===== src/rtl/dma_priority_arbiter_if.sv =====
// Pin bundle between the DMA request/command side and the channel arbiter.
// The arbiter uses the slave modport; the sequencing/CPU side uses master.
interface dma_priority_arbiter_if;
  logic [3:0] dreq;
  logic [3:0] mask;
  logic [3:0] sw_req;
  logic       cmd_disable;
  logic       rot_prio;
  logic       dreq_sense_low;
  logic       dack_sense_high;
  logic       hlda;
  logic       xfer_done;
  logic       hrq;
  logic [3:0] dack;
  logic       grant_vld;
  logic [1:0] grant_ch;
  logic       abort;

  modport slave (
    input  dreq, mask, sw_req, cmd_disable, rot_prio, dreq_sense_low,
           dack_sense_high, hlda, xfer_done,
    output hrq, dack, grant_vld, grant_ch, abort
  );

  modport master (
    output dreq, mask, sw_req, cmd_disable, rot_prio, dreq_sense_low,
           dack_sense_high, hlda, xfer_done,
    input  hrq, dack, grant_vld, grant_ch, abort
  );
endinterface


===== src/rtl/dma_priority_arbiter.sv =====
// Four-channel DMA request arbiter with fixed/rotating priority and the
// HRQ/HLDA hold handshake that gates the per-channel DACK lines.
//
// state     | meaning
// S_IDLE    | bus not requested; waits for an enabled request
// S_REQ     | HRQ raised, waiting for HLDA
// S_GRANT   | channel granted, DACK active until XFER_DONE or HLDA loss
// S_RELEASE | HRQ dropped, waiting for the CPU to release HLDA
module dma_priority_arbiter (
  input  logic                          clk,
  input  logic                          rst_n,
  dma_priority_arbiter_if.slave         bus
);

  typedef enum logic [1:0] {
    S_IDLE    = 2'd0,
    S_REQ     = 2'd1,
    S_GRANT   = 2'd2,
    S_RELEASE = 2'd3
  } state_t;

  state_t     state;
  logic [1:0] hp;
  logic [3:0] onehot;
  logic [3:0] req;
  logic [1:0] hp_eff;
  logic [1:0] idx;
  logic [1:0] winner;

  assign req = ((bus.dreq ^ {4{bus.dreq_sense_low}}) & ~bus.mask) | bus.sw_req;

  // Scan from lowest to highest priority so the highest-priority hit wins.
  always_comb begin
    hp_eff = bus.rot_prio ? hp : 2'd0;
    winner = 2'd0;
    idx    = 2'd0;
    for (int k = 3; k >= 0; k--) begin
      idx = hp_eff + 2'(k);
      if (req[idx]) winner = idx;
    end
  end

  always_ff @(posedge clk or negedge rst_n) begin
    if (!rst_n) begin
      state         <= S_IDLE;
      bus.hrq       <= 1'b0;
      onehot        <= 4'd0;
      bus.grant_vld <= 1'b0;
      bus.grant_ch  <= 2'd0;
      bus.abort     <= 1'b0;
      hp            <= 2'd0;
    end else begin
      bus.abort <= 1'b0;
      case (state)
        S_IDLE: begin
          if ((|req) && !bus.cmd_disable) begin
            state   <= S_REQ;
            bus.hrq <= 1'b1;
          end
        end
        S_REQ: begin
          if (bus.hlda) begin
            if (|req) begin
              state         <= S_GRANT;
              bus.grant_ch  <= winner;
              bus.grant_vld <= 1'b1;
              onehot        <= 4'b0001 << winner;
            end else begin
              state   <= S_RELEASE;
              bus.hrq <= 1'b0;
            end
          end
        end
        S_GRANT: begin
          // Losing the bus outranks a completion in the same cycle.
          if (!bus.hlda) begin
            state         <= S_IDLE;
            bus.abort     <= 1'b1;
            bus.hrq       <= 1'b0;
            bus.grant_vld <= 1'b0;
            onehot        <= 4'd0;
          end else if (bus.xfer_done) begin
            state         <= S_RELEASE;
            bus.hrq       <= 1'b0;
            bus.grant_vld <= 1'b0;
            onehot        <= 4'd0;
            if (bus.rot_prio) hp <= bus.grant_ch + 2'd1;
          end
        end
        S_RELEASE: begin
          if (!bus.hlda) state <= S_IDLE;
        end
        default: state <= S_IDLE;
      endcase
    end
  end

  assign bus.dack = (onehot & {4{bus.dack_sense_high}}) |
                    (~onehot & {4{~bus.dack_sense_high}});

endmodule


===== src/flat_wrapper.sv =====
// flat-port wrapper written by rule: the top's interface ports become plain ports
module dma_priority_arbiter_flat 
  (clk, rst_n, bus_dreq, bus_mask, bus_sw_req, bus_cmd_disable, bus_rot_prio, bus_dreq_sense_low, bus_dack_sense_high, bus_hlda, bus_xfer_done, bus_hrq, bus_dack, bus_grant_vld, bus_grant_ch, bus_abort);
  dma_priority_arbiter_if bus_i ();
  input  logic clk;
  input  logic rst_n;
  input wire logic [$bits(bus_i.dreq)-1:0] bus_dreq;
  input wire logic [$bits(bus_i.mask)-1:0] bus_mask;
  input wire logic [$bits(bus_i.sw_req)-1:0] bus_sw_req;
  input wire logic [$bits(bus_i.cmd_disable)-1:0] bus_cmd_disable;
  input wire logic [$bits(bus_i.rot_prio)-1:0] bus_rot_prio;
  input wire logic [$bits(bus_i.dreq_sense_low)-1:0] bus_dreq_sense_low;
  input wire logic [$bits(bus_i.dack_sense_high)-1:0] bus_dack_sense_high;
  input wire logic [$bits(bus_i.hlda)-1:0] bus_hlda;
  input wire logic [$bits(bus_i.xfer_done)-1:0] bus_xfer_done;
  output wire logic [$bits(bus_i.hrq)-1:0] bus_hrq;
  output wire logic [$bits(bus_i.dack)-1:0] bus_dack;
  output wire logic [$bits(bus_i.grant_vld)-1:0] bus_grant_vld;
  output wire logic [$bits(bus_i.grant_ch)-1:0] bus_grant_ch;
  output wire logic [$bits(bus_i.abort)-1:0] bus_abort;
  assign bus_i.dreq = bus_dreq;
  assign bus_i.mask = bus_mask;
  assign bus_i.sw_req = bus_sw_req;
  assign bus_i.cmd_disable = bus_cmd_disable;
  assign bus_i.rot_prio = bus_rot_prio;
  assign bus_i.dreq_sense_low = bus_dreq_sense_low;
  assign bus_i.dack_sense_high = bus_dack_sense_high;
  assign bus_i.hlda = bus_hlda;
  assign bus_i.xfer_done = bus_xfer_done;
  assign bus_hrq = bus_i.hrq;
  assign bus_dack = bus_i.dack;
  assign bus_grant_vld = bus_i.grant_vld;
  assign bus_grant_ch = bus_i.grant_ch;
  assign bus_abort = bus_i.abort;
  dma_priority_arbiter u_core (.clk(clk), .rst_n(rst_n), .bus(bus_i));
endmodule

===== config.mk =====
export PLATFORM = sky130hd
export DESIGN_NAME = dma_priority_arbiter_flat
export DESIGN_NICKNAME = d
export VERILOG_FILES = /design/src/rtl/dma_priority_arbiter_if.sv /design/src/rtl/dma_priority_arbiter.sv /design/src/flat_wrapper.sv
export SDC_FILE = /design/constraint.sdc
export NUM_CORES = 1
export LEC_CHECK = 0
export BUFFER_PORTS_ARGS = -buffer_cell sky130_fd_sc_hd__buf_2
export CORE_MARGIN = 2
export CORE_UTILIZATION = 35
export CTS_BUF_LIST = sky130_fd_sc_hd__clkbuf_2
export CTS_CLUSTER_DIAMETER = 30
export DETAILED_ROUTE_END_ITERATION = 16
export PLACE_DENSITY = 0.57
export SLEW_MARGIN = 20
export SYNTH_ARGS = -nofsm -noshare
export SYNTH_HDL_FRONTEND = slang
export SYNTH_SLANG_ARGS = --single-unit

===== constraint.sdc =====
create_clock -name clk -period 3.57 [get_ports clk]
set_input_delay 0.1785 -clock clk [delete_from_list [all_inputs] [get_ports clk]]
set_output_delay 0.1785 -clock clk [all_outputs]
set_load 0.02 [all_outputs]

# --- Word level (Yosys, flattened, before mapping) ---
# Cells that the tools add are included.
# Widths: inputs -> output; s select.
classes:
  n_reduce_logical: 11
  mux: 36
  add_sub_neg: 4
  eq_ne: 9
  n_shift: 1
  n_lt_le_gt_ge: 4
  bitwise_logic: 9
op_table:
  columns: ["cell", "n"]
  rows:
  - ["$mux 2", 10]
  - ["$mux 4", 4]
  - ["$mux 1", 14]
  - ["$and 4x4->4", 3]
  - ["$lt 2x3->1 const B", 4]
  - ["$reduce_and 4->1", 3]
  - ["$bmux 1 s2", 4]
  - ["$not 4->4", 2]
  - ["$or 4x4->4", 2]
  - ["$pmux 2 s4", 1]
  - ["$pmux 4 s2", 1]
  - ["$ne 2x2->1 const B", 3]
  - ["$reduce_and 5->1", 1]
  - ["$add 2x1->2 const B", 2]
  - ["$add 2x2->2 const B", 2]
  - ["$eq 2x2->1 const B", 2]
  - ["$ne 2x1->1 const B", 2]
  - ["$reduce_or 4->1", 1]
  - ["$shl 1x2->4 const A", 1]
  - ["$xor 4x4->4", 1]
  - ["$ne 3x3->1 const B", 1]
  - ["$pmux 1 s3", 1]
  - ["$reduce_and 3->1", 1]
  - ["$reduce_bool 3->1", 1]
  - ["7 further kinds", 7]
word_totals:
  wordCells: 81
  ff_bits: 13
  output_inout_bits: 9
  in_bits: 20

# --- Longest topological paths before layout ---
logic_depth:
  depth_word: 13
  ltp_mapped: 9
  depth_no_buf: 7

# --- Worst setup path after synthesis ---
# Ideal clock, no wire load.
synth_timing:
  path_type: "flip-flop to flip-flop"
  from: "reg u_core.state[0]"
  to: "reg u_core.onehot[1]"
  t_required_ns: 3.448
  t_arrival_ns: 1.766
  path_buffers: 2
  path_slack_ns: 1.683
  path_stages_with_launch: 10
  setup_ns: 0.122
  path_cell_list: "dfrtp_1 inv_1 ha_1 clkbuf_1 nand2_1 o22ai_1 a211o_1 buf_6 nor2_2 a32o_1"
synth_via:
  elab_chain_cells: 3
synth_rtl:
  columns: ["item", "line", "text"]
  rows:
  - ["start, declared", "dma_priority_arbiter.sv:22", "state_t state;"]
  - ["start signal, assigned", "dma_priority_arbiter.sv:45", "state <= S_IDLE;"]
  - ["start signal, assigned", "dma_priority_arbiter.sv:57", "state <= S_REQ;"]
  - ["start signal, assigned", "dma_priority_arbiter.sv:64", "state <= S_GRANT;"]
  - ["$eq 2x2->1 or $eq 2x1->1 (tied branches)", "dma_priority_arbiter.sv:54", "case (state)"]
  - ["$ne 3x3->1 (no source line), or another cell as far along", null, null]
  - ["$reduce_and 4->1 (no source line)", null, null]
  - ["end signal, assigned", "dma_priority_arbiter.sv:67", "onehot <= 4'b0001 << winner;"]
  - ["end, declared", "dma_priority_arbiter.sv:24", "logic [3:0] onehot;"]
# Several ways; a longest one is shown, not always the timed one.
# A chain may end at the register's enable or synchronous reset.

# --- Worst setup path after layout ---
# Ends and elaborated chain as after synthesis.

==> run metrics <==
Layout fillers=292; internal power=0.465 mW; dpl cells=around 150; share of cells above drive strength 1=0.409; required time of the critical path=approximately 3.8 ns; arrival time at the worst endpoint=between 2 and 2.5 ns; flop2flop setup slack=approximately 1.5 ns; Max-slew headroom=0.638; Endpoint, Worst Hold=u_core.bus.abort; Die Span Y=58.9 um; delay-heaviest family, CP=compound AO/OA/AOI/OAI gates; total CTS buffers=3; Post-Syn Area=roughly 0.0011 mm2; Synth Flop Type=dfrtp_1; WL final=~2.1 mm; I/O pin total=29; fin nets=roughly 150; net switching power=between 0.4 and 0.5 mW; Synth cell types=42; WL per Instance=13.4 um; die area=approximately 0.0035 mm2; # H-tree levels=1; hold path start=bus_hlda; Leakage Power=between 0.5 and 0.6 nW; CTS sink count=13; port buffer count=28; CP Launch Type=flip-flop; period utilization=0.584; Synth Net Count=~120; Worst Setup Path Type=reg2reg; die width=about 60 um; Setup TNS Final=0 ns; Non-Filler Instances=158; register share of total power=0.312; initial antenna violation count=0; postcts setup bufs=0; Pre-antenna DRT Iters=4; min cycle time layout=2.09 ns; # setup viols final=0; Critical Path Sink Type=flip-flop; FFs w/ async S/R, synth=1.00; vias in the first global route=approximately 860; PostCTS Resize Cnt=0; multi-input logic area=671 um2; Row Count=19; clk_skew=0.00270 ns; VDD IR max=393 uV; initial core utilization=0.376; crit path max fanout=9; mean area per synthesized cell=between 10 and 15 um2; RePlAce Congestion=~0.77; Root Buffer=clkbuf_2; RR Startpoint=u_core.state[0]; antenna-violating nets left=0; CP max-delay cell=dfrtp_1; slowest stage delay, CP=roughly 0.45 ns; PD cells=710 mW/mm2; Syn-to-layout area delta=16.9%; Worst-path clk slew=between 0.1 and 0.15 ns; Yosys warnings=0; Logic pwr share=0.599; Reg2Reg Depth=7; Hold Path Depth=2; first-pass GRT wire length=between 3 and 4 mm; core area=0.00281 mm2; CP Cell Sequence=inv_1 -> ha_1 -> nand2_1 -> o22ai_1 -> a211o_1 -> nor2_2 -> a32o_1; HP Class=in2reg; Slew @ Worst Pin=around 0.54 ns; max-cap check violation count=0; outcome=finished clean; vias per cell=between 5 and 6; RSZ-0062 raised after global routing=false; final slew viol count=0; gr ovfl total=0; Sw Ratio=0.471; sequential fraction of the synthesis area=0.308; reg2reg end=u_core.onehot[1]; post-synthesis cell count=between 90 and 100; register area=325 um2; EDFF count, synth=0; clock share of power=0.089; commonest non-fill, non-tap cell in the layout=buf_2; DP Wirelength=between 1.5 and 2 mm; Tot GR Track Use=0.139; clock buffer depth=2; most frequent cells in the layout=buf_2 (28), dfrtp_1 (13), inv_1 (8), nand2_1 (6); Bufs and invs on worst path=1; final hold violation count=0; post-synthesis register bit count=13; Fmax=between 400 and 500 MHz; 1st-iter DRT viols=42; DR DRC count=0; Antenna Cells=0; vias=roughly 850; Worst Setup SP=u_core.state[0]; CTS tree=done; Clock Latency Late Sink=~0.27 ns; largest net degree at the start of global routing=14
[how the worst max path moves through the flow]
stage,to,slack [ns],cells after the start
after global placement,u_core.onehot[1],1.63,7
after floorplan,u_core.onehot[1],1.68,9
after CTS,u_core.onehot[1],1.50,7
final,u_core.onehot[1],1.48,7
after global routing,u_core.onehot[1],1.32,7
after detailed placement,u_core.onehot[1],1.51,7
[layer usage]
layer,track usage,share of wire
met3,0.0396,0.037
met2,0.229,0.50
met4,0.0487,0.0085
met5,0,0
met1,0.174,0.45
[through the flow]
stage,total power [mW],util,instance area (um2),setup WS (ns),hold WS (ns)
2_1_floorplan,0.696,-,1060,1.68,-0.117
3_3_place_gp,0.792,0.430,1200,1.63,0.0765
3_5_place_dp,0.803,0.430,1200,1.51,0.0825
4_1_cts,0.885,0.440,1230,1.50,0.143
5_1_grt,0.959,0.440,1230,1.32,0.138
6_report,0.877,0.440,1230,1.48,0.157
[flip-flops by register name (all words and copies together), names as in the netlist]
register / flops
u_core.bus.abort: 1
u_core.bus.grant_ch: 2
u_core.bus.grant_vld: 1
u_core.bus.hrq: 1
u_core.hp: 2
u_core.onehot: 4
u_core.state: 2
[cells by family after synthesis]
| logic type | synth area share |
|---|---|
| AO/OA/AOI/OAI | 0.282 |
| flip-flops | 0.308 |
| AND/OR/NAND/NOR | 0.140 |
| buffers and inverters | 0.0569 |
| adder cells (fa/ha/maj) | 0.0474 |
| multiplexers | 0.0415 |
| XOR/XNOR | 0.124 |
[timing repair]
item | in CTS | in global routing
setup endpoints to repair | 0 | 0
hold endpoints to repair | 13 | 0
hold buffers | 1 | 0
[cell type report]
| class | count | area share |
|---|---|---|
| Clock buffer | 4 | 0.0162 |
| Inverter | 8 | 0.0243 |
| Multi-Input combinational cell | 73 | 0.543 |
| Sequential cell | 13 | 0.263 |
| Tap cell | 31 | 0.0314 |
| Timing Repair Buffer | 29 | 0.122 |
[power groups by stage]
stage          clock [mW]  sequential, mW  combinational, mW
3_5_place_dp            0           0.278              0.525
2_1_floorplan           0           0.297              0.398
6_report           0.0782           0.274              0.525
5_1_grt            0.0885           0.284              0.586
4_1_cts            0.0816           0.274              0.529
3_3_place_gp            0           0.274              0.518
[cell usage after synthesis (all sizes together), types with 2 or more instances]
cell / instances / area, um2
xnor2: 8 / 123
mux2: 3 / 33.8
nor3: 3 / 20.0
nand3b: 3 / 22.5
dfrtp: 13 / 325
inv: 8 / 30.0
buf: 2 / 22.5
a221oi: 2 / 23.8
o21ai: 2 / 10.0
o221ai: 2 / 23.8
clkbuf: 2 / 7.51
nand2: 6 / 22.5
a31oi: 2 / 12.5
nand2b: 2 / 12.5
ha: 4 / 50.1
o22ai: 4 / 25.0
a21oi: 6 / 33.8
nor2: 6 / 25.0
o41ai: 2 / 32.5
o21bai: 4 / 75.1
Power figures use the tool's default switching activity.
